File: config.mk
export PLATFORM = sky130hd
export DESIGN_NAME = risc_fetch_unit
export DESIGN_NICKNAME = d
export VERILOG_FILES = /design/src/rtl/risc_fetch_unit.sv
export SDC_FILE = /design/constraint.sdc
export NUM_CORES = 1
export LEC_CHECK = 0
export CORE_ASPECT_RATIO = 1.1
export CORE_UTILIZATION = 30
export DETAILED_ROUTE_END_ITERATION = 6
export PLACE_DENSITY = 0.54
export SETUP_SLACK_MARGIN = 0.4
export SYNTH_ARGS = -nofsm -noshare
export SYNTH_HDL_FRONTEND = slang
export SYNTH_SLANG_ARGS = --single-unit
export TNS_END_PERCENT = 50
File: constraint.sdc
create_clock -name clk -period 2.5 [get_ports clk]
set_input_delay 0.625 -clock clk [delete_from_list [all_inputs] [get_ports clk]]
set_output_delay 0.625 -clock clk [all_outputs]
set_load 0.01 [all_outputs]
File: src/rtl/risc_fetch_unit.sv
// Instruction fetch stage: PC, imem req/ack handshake, stall, branch redirect and flush.
// Optional FETCH_TIMEOUT_EN adds a sticky fetch_err after TIMEOUT_CYCLES ack-less wait cycles.
module risc_fetch_unit #(
    parameter logic [31:0] RESET_PC       = 32'h0000_0000,
    parameter logic [31:0] NOP_INSTR      = 32'h0000_0013,
    parameter int          TIMEOUT_CYCLES = 255
) (
    input  logic        clk,
    input  logic        rst,
    input  logic        en,
    input  logic        stall,
    input  logic        branch_valid,
    input  logic [31:0] branch_target,
    output logic        imem_req,
    output logic [31:0] imem_addr,
    input  logic        imem_ack,
    input  logic [31:0] imem_rdata,
    output logic [31:0] instr_out,
    output logic        instr_valid,
    output logic [31:0] pc_out,
    output logic [31:0] fetch_count,
    output logic        fetch_err
);

    typedef enum logic [1:0] {IDLE, FETCH, HOLD} state_t;

    state_t      state, state_next;
    logic [31:0] pc, pc_next;
    logic [31:0] instr, instr_next;
    logic        valid, valid_next;
    logic [31:0] count, count_next;
    logic        pending, pending_next;
    logic [31:0] target_q, target_next;
    logic        waiting, waiting_next;
    logic [31:0] aligned;

`ifdef FETCH_TIMEOUT_EN
    localparam int          TW      = $clog2(TIMEOUT_CYCLES + 1);
    localparam logic [TW-1:0] TO_LAST = TW'(TIMEOUT_CYCLES - 1);
    logic [TW-1:0] wait_cnt, wait_cnt_next;
    logic          err, err_next;
    assign fetch_err = err;
`else
    assign fetch_err = 1'b0;
`endif

    assign aligned     = branch_target & ~32'h3;
    assign imem_req    = (state == FETCH);
    assign imem_addr   = pc;
    assign pc_out      = pc;
    assign instr_out   = instr;
    assign instr_valid = valid;
    assign fetch_count = count;

    always_comb begin
        state_next   = state;
        pc_next      = pc;
        instr_next   = instr;
        valid_next   = 1'b0;
        count_next   = count;
        pending_next = pending;
        target_next  = target_q;
        waiting_next = 1'b0;
`ifdef FETCH_TIMEOUT_EN
        wait_cnt_next = '0;
        err_next      = err;
`endif
        case (state)
            IDLE: begin
                if (branch_valid) begin
                    pc_next    = aligned;
                    instr_next = NOP_INSTR;
                end else if (en && !stall) begin
                    state_next = FETCH;
                end
            end
            HOLD: begin
                if (branch_valid) begin
                    pc_next    = aligned;
                    instr_next = NOP_INSTR;
                    if (!stall && en) state_next = FETCH;
                end else if (!stall) begin
                    state_next = en ? FETCH : IDLE;
                end
            end
            FETCH: begin
                if (imem_ack) begin
                    // A live or remembered redirect turns this response into a flush.
                    if (branch_valid || pending) begin
                        pc_next      = branch_valid ? aligned : target_q;
                        instr_next   = NOP_INSTR;
                        pending_next = 1'b0;
                    end else begin
                        instr_next = imem_rdata;
                        valid_next = 1'b1;
                        pc_next    = pc + 32'd4;
                        count_next = count + 32'd1;
                    end
                    state_next = stall ? HOLD : (en ? FETCH : IDLE);
                end else begin
                    if (branch_valid) begin
                        if (waiting) begin
                            pending_next = 1'b1;
                            target_next  = aligned;
                        end else begin
                            pc_next    = aligned;
                            instr_next = NOP_INSTR;
                        end
                    end
                    // A first-cycle redirect restarts the request at the new address.
                    waiting_next = waiting || !branch_valid;
`ifdef FETCH_TIMEOUT_EN
                    if (wait_cnt == TO_LAST) begin
                        err_next     = 1'b1;
                        state_next   = IDLE;
                        waiting_next = 1'b0;
                    end else begin
                        wait_cnt_next = wait_cnt + 1'b1;
                    end
`endif
                end
            end
            default: state_next = IDLE;
        endcase
    end

    always_ff @(posedge clk) begin
        if (rst) begin
            state    <= IDLE;
            pc       <= RESET_PC;
            instr    <= NOP_INSTR;
            valid    <= 1'b0;
            count    <= 32'd0;
            pending  <= 1'b0;
            target_q <= 32'd0;
            waiting  <= 1'b0;
`ifdef FETCH_TIMEOUT_EN
            wait_cnt <= '0;
            err      <= 1'b0;
`endif
        end else begin
            state    <= state_next;
            pc       <= pc_next;
            instr    <= instr_next;
            valid    <= valid_next;
            count    <= count_next;
            pending  <= pending_next;
            target_q <= target_next;
            waiting  <= waiting_next;
`ifdef FETCH_TIMEOUT_EN
            wait_cnt <= wait_cnt_next;
            err      <= err_next;
`endif
        end
    end

endmodule

* Yosys cells after proc, flatten, opt, wreduce, memory -nomap -nowiden *
Cells that the tools add are included.

cells by class
  add/sub/neg operators = 2
  $mul = 0
  divide/modulo/power cells = 0
  $lt $le $gt $ge = 0
  eq/ne operators = 9
  shift-type cells = 0
  mux-type cells = 26
  bitwise logic cells = 3
  reduce and logical (&&, ||, !) cells = 17

operators with widths
  cell                                            number
  two-way mux 32 bit                              11
  case mux 32 bit (2 select lines)                2
  adder 32 x 1 -> 32 bit (second input constant)  1
  adder 32 x 3 -> 32 bit (second input constant)  1
  two-way mux 2 bit                               6
  AND reduction 4 bit                             3
  two-way mux 1 bit                               6
  != test 2 x 1 -> 1 bit (second input constant)  3
  != test 3 bit (second input constant)           2
  case mux 2 bit (3 select lines)                 1
  AND reduction 3 bit                             2
  nonzero test 2 bit                              3
  OR reduction 3 bit                              2
  != test 3 x 2 -> 1 bit (second input constant)  1
  NOT 1 bit                                       3
  == test 2 x 1 -> 1 bit (second input constant)  1
  == test 2 bit (second input constant)           1
  zero test 1 bit                                 2
  zero test 2 bit                                 1
  logical OR 1 bit                                2
  != test 2 bit (second input constant)           1
  OR reduction 2 bit                              1
  logical AND 1 bit                               1

word-level totals
  bits in registers = 131
  latch bits = 0
  bits in writable memories = 0
  memory bits (read-only) = 0
  output and inout bits = 131
  logic and storage cells = 65
  memories = 0

* Longest topological paths before layout *
Gate-level depths: netlist (run 1).

  depth in word-level cells = 5
  depth in mapped cells = 10
  mapped depth without buffers = 7

* Least setup slack after synthesis (run 1) *
Ideal clock, no wire load.

  path type = in2reg
  start point = in branch_valid
  end point = reg count[28] (netlist: fetch_count[28])
  setup time = 0.128 ns
  data arrival time = 2.087 ns
  setup slack = 0.285 ns
  stages on the path = 8
  path buffers = 3
  cell sequence = buf_6 -> or2_0 -> buf_6 -> or4_4 -> buf_6 -> nor4_4 -> xnor2_1 -> nor2_1

on the way
  cells in the longest elaborated chain, start to end = 3

ends and longest elaborated chain
  item                           line  text
  start, declared                12    input logic branch_valid,
  logical OR 1 bit               89    if (branch_valid || pending) begin
  NOT 1 bit (no line)            -
  AND reduction 3 bit (no line)  -
  end signal, assigned           146   count <= count_next;
  end, declared                  31    logic [31:0] count, count_next;

No other way between the ends.
A chain may end at the register's enable or synchronous reset.

* Final worst setup path (run 1) *
  start point = reg pc[19] (netlist: imem_addr[19])
  end point = out imem_addr[19]

RTL lines
  item                    line  text
  start, declared         28    logic [31:0] pc, pc_next;
  start signal, assigned  143   pc <= pc_next;
  end, declared           15    output logic [31:0] imem_addr,

No word-level cell between the ends.

==> reports/results.tsv, run 1 <==
metric	value	unit
ys_ff_latch	129	
end_kind	output port	
arrival	1.52	ns
root_buffer	clkbuf_16	
ios	201	
die_w	141	µm
synth_top_area_share	40.4	%
grt_overflow	0	
die-area	21900	µm²
cp_max_fo	7	
required	1.88	ns
synth_edf_count	0	
critPathCapture	imem_addr[19]	
worstSetupStartpointType	register	
routed_via_density	4.95	
hold_violations	0	
netlist_instances	802	
fmaxAchievable	467	MHz
min_path_type	reg -> reg	
clk_latency	0.42	ns
port_buffers	193	
crit_slowest_cell	clkdlybuf4s50_1	
slowest_delay	0.55	ns
yosysSeqAreaShare	40.4	%
rows	55	
h-tree-depth	4	
finClkSkew	0.00912	ns
worst-r2r-setup-slack	0.52	ns
reg2reg_from	imem_addr[3]	
synth_cell_type_count	65	
outcome	complete, no violations	
grt.total_usage	19.0	%
routabilityCongestion	0.807	
ys_top_cells_by_area	dfxtp_1 40%, nand2_1 6.5%, nor2_1 5.3%, a21oi_1 5.0%, buf_4 4.1%	
synth_area_leader_cell	dfxtp_1	
routed_wl	21.0	mm
r2r_cells	6	
route.detailed.drc	0	
finalCritPeriodShare	85.7	%
finalPower	0.00544	W
hold_ws	0.450	ns
path_clk_slew	0.06	ns
via_count	6413	
rsz0062_at_grt	yes	
fin_util	45.7	%
cts_made_buffers	17	
final_common_cell	clkdlybuf4s50_1	
core-area	20700	µm²
leakage	3.42	nW
antenna_cells	0	
fillCellCount	2085	
worst_pin_slew	0.749	ns
firstDrtPassIters	4	
max_slew_margin	50.1	%
drv_slew	0	
synthArstFlopShare	0	%
setup.worst_path.start	imem_addr[19]	
drive_above_1_share	13.5	%
finalSetupViolations	0	
cts.sinks	129	
nNetsFinal	1070	
clockBufferDepth	2	
post-route-min-period	2.14	ns
critical_path_class	reg -> out	
powerDensity	574	nW/µm²
start_util	30.9	%
drt_iter0_markers	376	
dp_hpwl	14.5	mm
grt_max_degree	68	
cts_tree	done	
wl_per_cell	16.2	µm
path_cells	buf_4 -> clkdlybuf4s50_1	
final_cell_mix	188 x clkdlybuf4s50_1, 119 x dfxtp_1, 111 x nand2_1	
synthFlopType	dfxtp_1	
ant_nets	0	
area_growth_syn_to_layout	48.0	%
worstReg2RegEnd	imem_addr[16]	
grt_antenna_before_repair	0	
grt_pass1_vias	5961	
synth.cell_area	6400	µm²
drv_cap	0	
postSynthAreaPerCell	7.98	µm²
dieHeight	155	µm
synth-warning-count	0	
peakVddDrop	0.459	mV
grt_pass1_wl	32.4	mm
## cells in the mapped netlist (all sizes together), types with 22 or more instances
cell type  number
nor2           92
clkbuf         42
nand4          22
nand3          37
a22oi          29
buf            43
nand2         112
dfxtp         129
a21oi          64
o21ai          25
## where the power goes
part | switching (W) | internal, W
Combinational | 0.000282 | 0.000334
Sequential | 0.0000730 | 0.00210
Clock | 0.000965 | 0.00168
Total | 0.00132 | 0.00412
## per-stage QoR
step | instances | area, µm² | worst slack (ns) | setup TNS, ns
after floorplan | 806 | 6430 | 0.304 | 0
after global routing | 1296 | 9470 | 0.315 | 0
final | 1296 | 9470 | 0.357 | 0
after detailed placement | 1260 | 8740 | -0.206 | -7.47
after global placement | 1260 | 8740 | -0.214 | -7.97
after CTS | 1293 | 9390 | 0.269 | 0
## metal layers
| layer | global-route usage [%] | wire [µm] | vias to the layer above | part of all wire [%] |
|---|---|---|---|---|
| met2 | 30.5 | 9930 | 145 | 47 |
| met5 | 0 | 0 | - | 0 |
| met4 | 5.02 | 204 | 0 | 0.97 |
| met1 | 25.5 | 9890 | 3041 | 47 |
| met3 | 4.31 | 1010 | 14 | 4.8 |
| li1 | - | - | 3213 | - |
## final cells by class
class,instances,area (µm²),area share [%]
Tap cell,285,357,3.77
Timing Repair Buffer,257,2440,25.7
Sequential cell,129,2600,27.4
Inverter,18,71.3,0.753
Clock inverter,11,154,1.63
Clock buffer,21,480,5.07
Multi-Input combinational cell,575,3370,35.6
## worst min-delay path by stage
stage / slack (ns) / endpoint / cells after the start / startpoint
after global routing: 0.47 / target_q[26] / 2 / target_q[26]
after detailed placement: 0.44 / target_q[25] / 2 / target_q[25]
after global placement: 0.44 / target_q[24] / 2 / target_q[24]
after CTS: 0.45 / target_q[25] / 2 / target_q[25]
after floorplan: 0.43 / target_q[8] / 2 / target_q[8]
final: 0.45 / target_q[26] / 2 / target_q[26]
## cells by family (layout without fill, tap and decap cells)
group	after synthesis	in the layout	share of synthesized area [%]
buffers and inverters	103	307	8.51
xor gates and xnor gates	38	38	5.20
adders and majority gates	2	2	0.391
AOI/OAI and AO/OA	183	183	19.0
and+or+nand+nor	343	344	26.0
DFF	129	129	40.4
other	1	5	0.0586
muxes	3	3	0.469
## timing repair
item                       CTS  global route
cloned                       0             1
setup endpoints to repair   98           107
pin swaps                    1             1
hold buffers                 0             0
setup buffers                1             2
gates resized for setup     13            18
## flip-flops by register name, summed over array words and instances, names as in the netlist
signal / cells
imem_addr: 30
pending: 1
target_q: 30
state: 2
waiting: 1
instr_out: 32
fetch_count: 32
instr_valid: 1
## worst max-delay path: cells and delay by family (launching register included)
kind     cells  cell delay [ns]
flops        1             0.37
buf+inv      2             0.73
Note: power is estimated with default switching activity, not from simulation.
==> inputs of run 2 (changes only) <==
--- a/config.mk
+++ b/config.mk
@@ -6,6 +6,7 @@
 export NUM_CORES = 1
 export LEC_CHECK = 0
 export CORE_ASPECT_RATIO = 1.1
+export CORE_MARGIN = 2
 export CORE_UTILIZATION = 30
 export DETAILED_ROUTE_END_ITERATION = 6
 export PLACE_DENSITY = 0.54
==> reports/results.tsv, run 2 (same netlist as run 1, synthesis figures left out) <==
metric	value	unit	change
firstDrtPassIters	5		was 4
powerDensity	543	nW/µm²	was 574 nW/µm²
setup.worst_path.start	imem_addr[21]		was imem_addr[19]
cts_made_buffers	17		unchanged
port_buffers	193		unchanged
gr-usage-met1	25.2	%	was 25.5%
p_sw_share	25.7	%	was 24.3%
hold_ws	0.453	ns	was 0.450 ns
required	1.88	ns	about the same
regArea	2600	µm²	about the same
rows	56		was 55
drive_above_1_share	14.3	%	was 13.5%
grt_pass1_wl	33.5	mm	was 32.4 mm
slowest_delay	0.60	ns	was 0.55 ns
cp_max_fo	7		unchanged
path_buf_inv	1		was 2
routed_wl	21.7	mm	was 21.0 mm
r2r_cells	6		unchanged
peakVddDrop	0.408	mV	was 0.459 mV
multi_input_area	3400	µm²	was 3370 µm²
grt_overflow	0		unchanged
drv_slew	0		unchanged
nNetsFinal	1072		was 1070
p_switching	0.00132	W	about the same
core-area	21200	µm²	was 20700 µm²
drv_cap	0		unchanged
ios	201		unchanged
die-area	22500	µm²	was 21900 µm²
internal-power	0.00383	W	was 0.00412 W
path_clk_slew	0.06	ns	about the same
pwr-share-comb	11.9	%	was 11.3%
wl_per_cell	16.7	µm	was 16.2 µm
dieHeight	157	µm	was 155 µm
routabilityCongestion	0.822		was 0.807
gr-usage-met3	4.47	%	was 4.31%
end_kind	output port		unchanged
cts.sinks	129		unchanged
min_path_cells	2		unchanged
start_util	30.2	%	was 30.9%
grtUsageMet2	31.7	%	was 30.5%
ant_nets	0		unchanged
grt_pass1_vias	6114		was 5961
hold_violations	0		unchanged
worst-r2r-setup-slack	0.45	ns	was 0.52 ns
finalSetupViolations	0		unchanged
worstHoldStart	target_q[8]		was target_q[26]
finClkSkew	0.0111	ns	was 0.00912 ns
min_path_type	reg -> reg		unchanged
root_buffer	clkbuf_16		unchanged
leakage	3.49	nW	was 3.42 nW
final_cell_mix	181 x clkdlybuf4s50_1, 115 x dfxtp_1, 111 x nand2_1		was 188 x clkdlybuf4s50_1, 119 x dfxtp_1, 111 x nand2_1
arrival	1.48	ns	was 1.52 ns
fin_util	44.9	%	was 45.7%
seqPwrFrac	42.2	%	was 40.0%
path_cells	clkdlybuf4s50_1		was buf_4 -> clkdlybuf4s50_1
clk_latency	0.42	ns	about the same
worst_pin_slew	0.700	ns	was 0.749 ns
route.detailed.drc	0		unchanged
final_common_cell	clkdlybuf4s50_1		unchanged
min_to	target_q[8]		was target_q[26]
cts_tree	done		unchanged
grt_antenna_before_repair	1		was 0
post-route-min-period	2.10	ns	was 2.14 ns
worstReg2RegEnd	imem_addr[16]		unchanged
h-tree-depth	4		unchanged
reg2reg_from	imem_addr[3]		unchanged
rsz0062_at_grt	yes		unchanged
finalCritPeriodShare	84.1	%	was 85.7%
fillCellCount	2168		was 2085
clkPwrFrac	45.9	%	was 48.7%
busiest_layer	met2		unchanged
cp_top_family	buffers and inverters		unchanged
critical_path_class	reg -> out		unchanged
outcome	complete, no violations		unchanged
crit_slowest_cell	clkdlybuf4s50_1		unchanged
max_slew_margin	53.2	%	was 50.1%
via_count	6453		was 6413
die_w	143	µm	was 141 µm
area_growth_syn_to_layout	48.4	%	was 48.0%
fmaxAchievable	476	MHz	was 467 MHz
drt_iter0_markers	396		was 376
grt.total_usage	19.1	%	was 19.0%
dp_hpwl	15.0	mm	was 14.5 mm
routed_via_density	4.95		about the same
worstSetupStartpointType	register		unchanged
antenna_cells	0		unchanged
clockBufferDepth	2		unchanged
grt_max_degree	63		was 68
## run 2: changes by cell type in the layout (fill, tap and decap cells not counted), moves of 3 or more
cell             previous run  this run
dfxtp_2                     9        14
dfxtp_1                   119       115
clkbuf_8                    4         1
dlymetal6s2s_1              1         8
clkdlybuf4s50_1           188       181
## run 2: final cells by class
class / count / area share [%]
timing repair buffer: 259 / 26.3
clock inverter: 12 / 1.17
clock buffer: 20 / 4.71
multi-input combinational: 575 / 35.9
inverter: 18 / 0.751
tap: 290 / 3.82
sequential: 129 / 27.4
## run 2: worst max-delay path by stage
stage / to / slack, ns / cells after the start
3_5_place_dp: imem_addr[6] / -0.28 / 7
6_report: imem_addr[21] / 0.40 / 1
5_1_grt: imem_addr[16] / 0.33 / 5
3_3_place_gp: imem_addr[6] / -0.28 / 7
4_1_cts: pc_out[10] / 0.33 / 1
2_1_floorplan: fetch_count[30] / 0.30 / 8
## run 2: power by group through the flow
stage          clock network, W  registers, W  logic (W)
2_1_floorplan                 0       0.00222   0.000263
3_3_place_gp                  0       0.00222   0.000606
3_5_place_dp                  0       0.00222   0.000604
4_1_cts                 0.00243       0.00217   0.000617
5_1_grt                 0.00251       0.00218   0.000661
6_report                0.00236       0.00218   0.000614
## run 2: what timing repair did
item / 4_1_cts / 5_1_grt
hold buffers: 0 / 0
gates resized for setup: 16 / 30
setup buffers: 0 / 3
cloned: 1 / 0
setup endpoints to repair: 125 / 89
pin swaps: 1 / 3
## run 2: through the flow
stage          std cells  total power (W)  instance area [µm²]  setup TNS (ns)  setup WS (ns)
3_5_place_dp        1267          0.00282                 8770          -14.83         -0.279
5_1_grt             1303          0.00536                 9490               0          0.333
6_report            1303          0.00515                 9490               0          0.399
4_1_cts             1300          0.00522                 9360               0          0.335
2_1_floorplan        806          0.00248                 6430               0          0.304
3_3_place_gp        1267          0.00282                 8770          -15.11         -0.276
## run 2: per-layer routing
metal  vias to the layer above  part of all wire (%)
met3                        13                   5.5
met1                      3055                    46
met4                         2                  0.76
met5                         -                 0.060
li1                       3211                     -
met2                       172                    48
==> inputs of run 3 (changes only) <==
--- a/config.mk
+++ b/config.mk
@@ -9,7 +9,7 @@
 export CORE_MARGIN = 2
 export CORE_UTILIZATION = 30
 export DETAILED_ROUTE_END_ITERATION = 6
-export PLACE_DENSITY = 0.54
+export PLACE_DENSITY = 0.56
 export SETUP_SLACK_MARGIN = 0.4
 export SYNTH_ARGS = -nofsm -noshare
 export SYNTH_HDL_FRONTEND = slang
==> constraint.sdc (replaced) <==
create_clock -name clk -period 1.75 [get_ports clk]
set_input_delay 0.4375 -clock clk [delete_from_list [all_inputs] [get_ports clk]]
set_output_delay 0.4375 -clock clk [all_outputs]
set_load 0.01 [all_outputs]
==> reports/results.tsv, run 3 (same netlist as run 1, synthesis figures left out) <==
metric	value	unit	change
via_count	7331		was 6453
clk_latency	0.42	ns	about the same
cts_made_buffers	17		unchanged
finalSetupViolations	11		was 0
drive_above_1_share	55.3	%	was 14.3%
peakVddDrop	0.603	mV	was 0.408 mV
drv_cap	0		unchanged
cts_tree	done		unchanged
hold_violations	0		unchanged
dpl_cell_area	9370	µm²	was 8770 µm²
dp_hpwl	15.6	mm	was 15.0 mm
dp_worst_setup_slack	-0.863	ns	was -0.279 ns
routabilityCongestion	0.822		about the same
root_buffer	clkbuf_16		unchanged
finClkSkew	0.00960	ns	was 0.0111 ns
fin_area	12200	µm²	was 9490 µm²
ctsHoldBuffers	0		unchanged
grt_antenna_before_repair	0		was 1
drv_slew	0		unchanged
drt_iter0_markers	407		was 396
firstDrtPassIters	5		unchanged
grt_pass1_vias	6706		was 6114
final_common_cell	buf_6		was clkdlybuf4s50_1
core-area	21200	µm²	unchanged
route.detailed.drc	0		unchanged
area_growth_syn_to_layout	90.6	%	was 48.4%
grt.total_usage	20.5	%	was 19.1%
grt_pass1_wl	36.2	mm	was 33.5 mm
routed_wl	25.5	mm	was 21.7 mm
routed_via_density	5.12		was 4.95
fmaxAchievable	544	MHz	
outcome	finished, violations left		was complete, no violations
post-route-min-period	1.84	ns	
powerDensity	677	nW/µm²	was 543 nW/µm²
die_w	143	µm	unchanged
critical_path_class	reg -> reg		was reg -> out
h-tree-depth	4		unchanged
ant_nets	0		unchanged
required	2.11	ns	was 1.88 ns
finalSetupTns	-0.314	ns	was 0 ns
path_clk_slew	0.06	ns	about the same
min_path_type	in -> reg		was reg -> reg
grt_max_degree	44		was 63
wl_per_cell	17.8	µm	was 16.7 µm
leakage	4.97	nW	was 3.49 nW
worstSetupStartpointType	register		unchanged
clockBufferDepth	2		unchanged
rows	56		unchanged
violations	setup timing		
rsz0062_at_grt	yes		unchanged
nNetsFinal	1202		was 1072
finalCritPeriodShare	105	%	
grt_overflow	0		unchanged
start_util	30.2	%	unchanged
final_cell_mix	180 x buf_6, 96 x buf_4, 81 x nor2_1		was 181 x clkdlybuf4s50_1, 115 x dfxtp_1, 111 x nand2_1
cp_max_fo	6		was 7
ios	201		unchanged
antenna_cells	0		unchanged
die-area	22500	µm²	unchanged
port_buffers	193		unchanged
dieHeight	157	µm	unchanged
arrival	2.19	ns	was 1.48 ns
end_kind	register		was output port
setup_ws	-0.0867	ns	was 0.399 ns
cts.sinks	129		unchanged
-- run 3: cell type report --
cell class,count,area [µm²]
multi-input combinational,576,4430
inverter,18,71.3
clock inverter,12,164
fill,1864,8960
clock buffer,20,478
timing repair buffer,388,3920
sequential,129,2770
tap,290,363
-- run 3: metrics by stage --
stage | std cells | total power (W) | utilization [%] | hold WS (ns)
3_5_place_dp | 1319 | 0.00412 | 44.3 | 0.443
2_1_floorplan | 806 | 0.00358 | - | 0.431
3_3_place_gp | 1319 | 0.00412 | 44.3 | 0.438
5_1_grt | 1433 | 0.00856 | 57.6 | 0.442
4_1_cts | 1393 | 0.00815 | 50.8 | 0.447
6_report | 1433 | 0.00826 | 57.6 | 0.445
-- run 3: final timing paths --
path	start	end	slack, ns	cells after the start
hold reg to reg	target_q[7]	target_q[7]	0.45	2
setup / recovery	fetch_count[0]	fetch_count[14]	-0.09	5
setup reg to reg	fetch_count[0]	fetch_count[14]	-0.09	5
hold / removal	rst	imem_addr[24]	0.45	4
-- run 3: layer usage --
| metal | share of wire (%) | track usage [%] | up-vias |
|---|---|---|---|
| li1 | - | - | 3487 |
| met5 | 0 | 0 | - |
| met4 | 2.5 | 7.19 | 0 |
| met3 | 5.9 | 4.32 | 57 |
| met1 | 43 | 26.9 | 3517 |
| met2 | 49 | 33.2 | 270 |
-- run 3: report_power, final --
part | internal (W) | leakage, nW | switching (W)
sequential | 0.00299 | 1.09 | 0.0000954
combinational | 0.000701 | 3.57 | 0.000596
clock | 0.00243 | 0.311 | 0.00145
-- run 3: what timing repair did --
item                                    CTS  global route
endpoints found under the setup margin  252           252
resized for setup                       536           436
buffers inserted                         40            35
pin swaps                                16           113
cloned                                    2             5
-- run 3: worst max-delay path, stage by stage (launching register included) --
cell,delay [ns]
dfxtp_2,0.34
ha_2,0.21
inv_2,0.07
or4_4,0.62
or3_1,0.41
a21oi_1,0.12
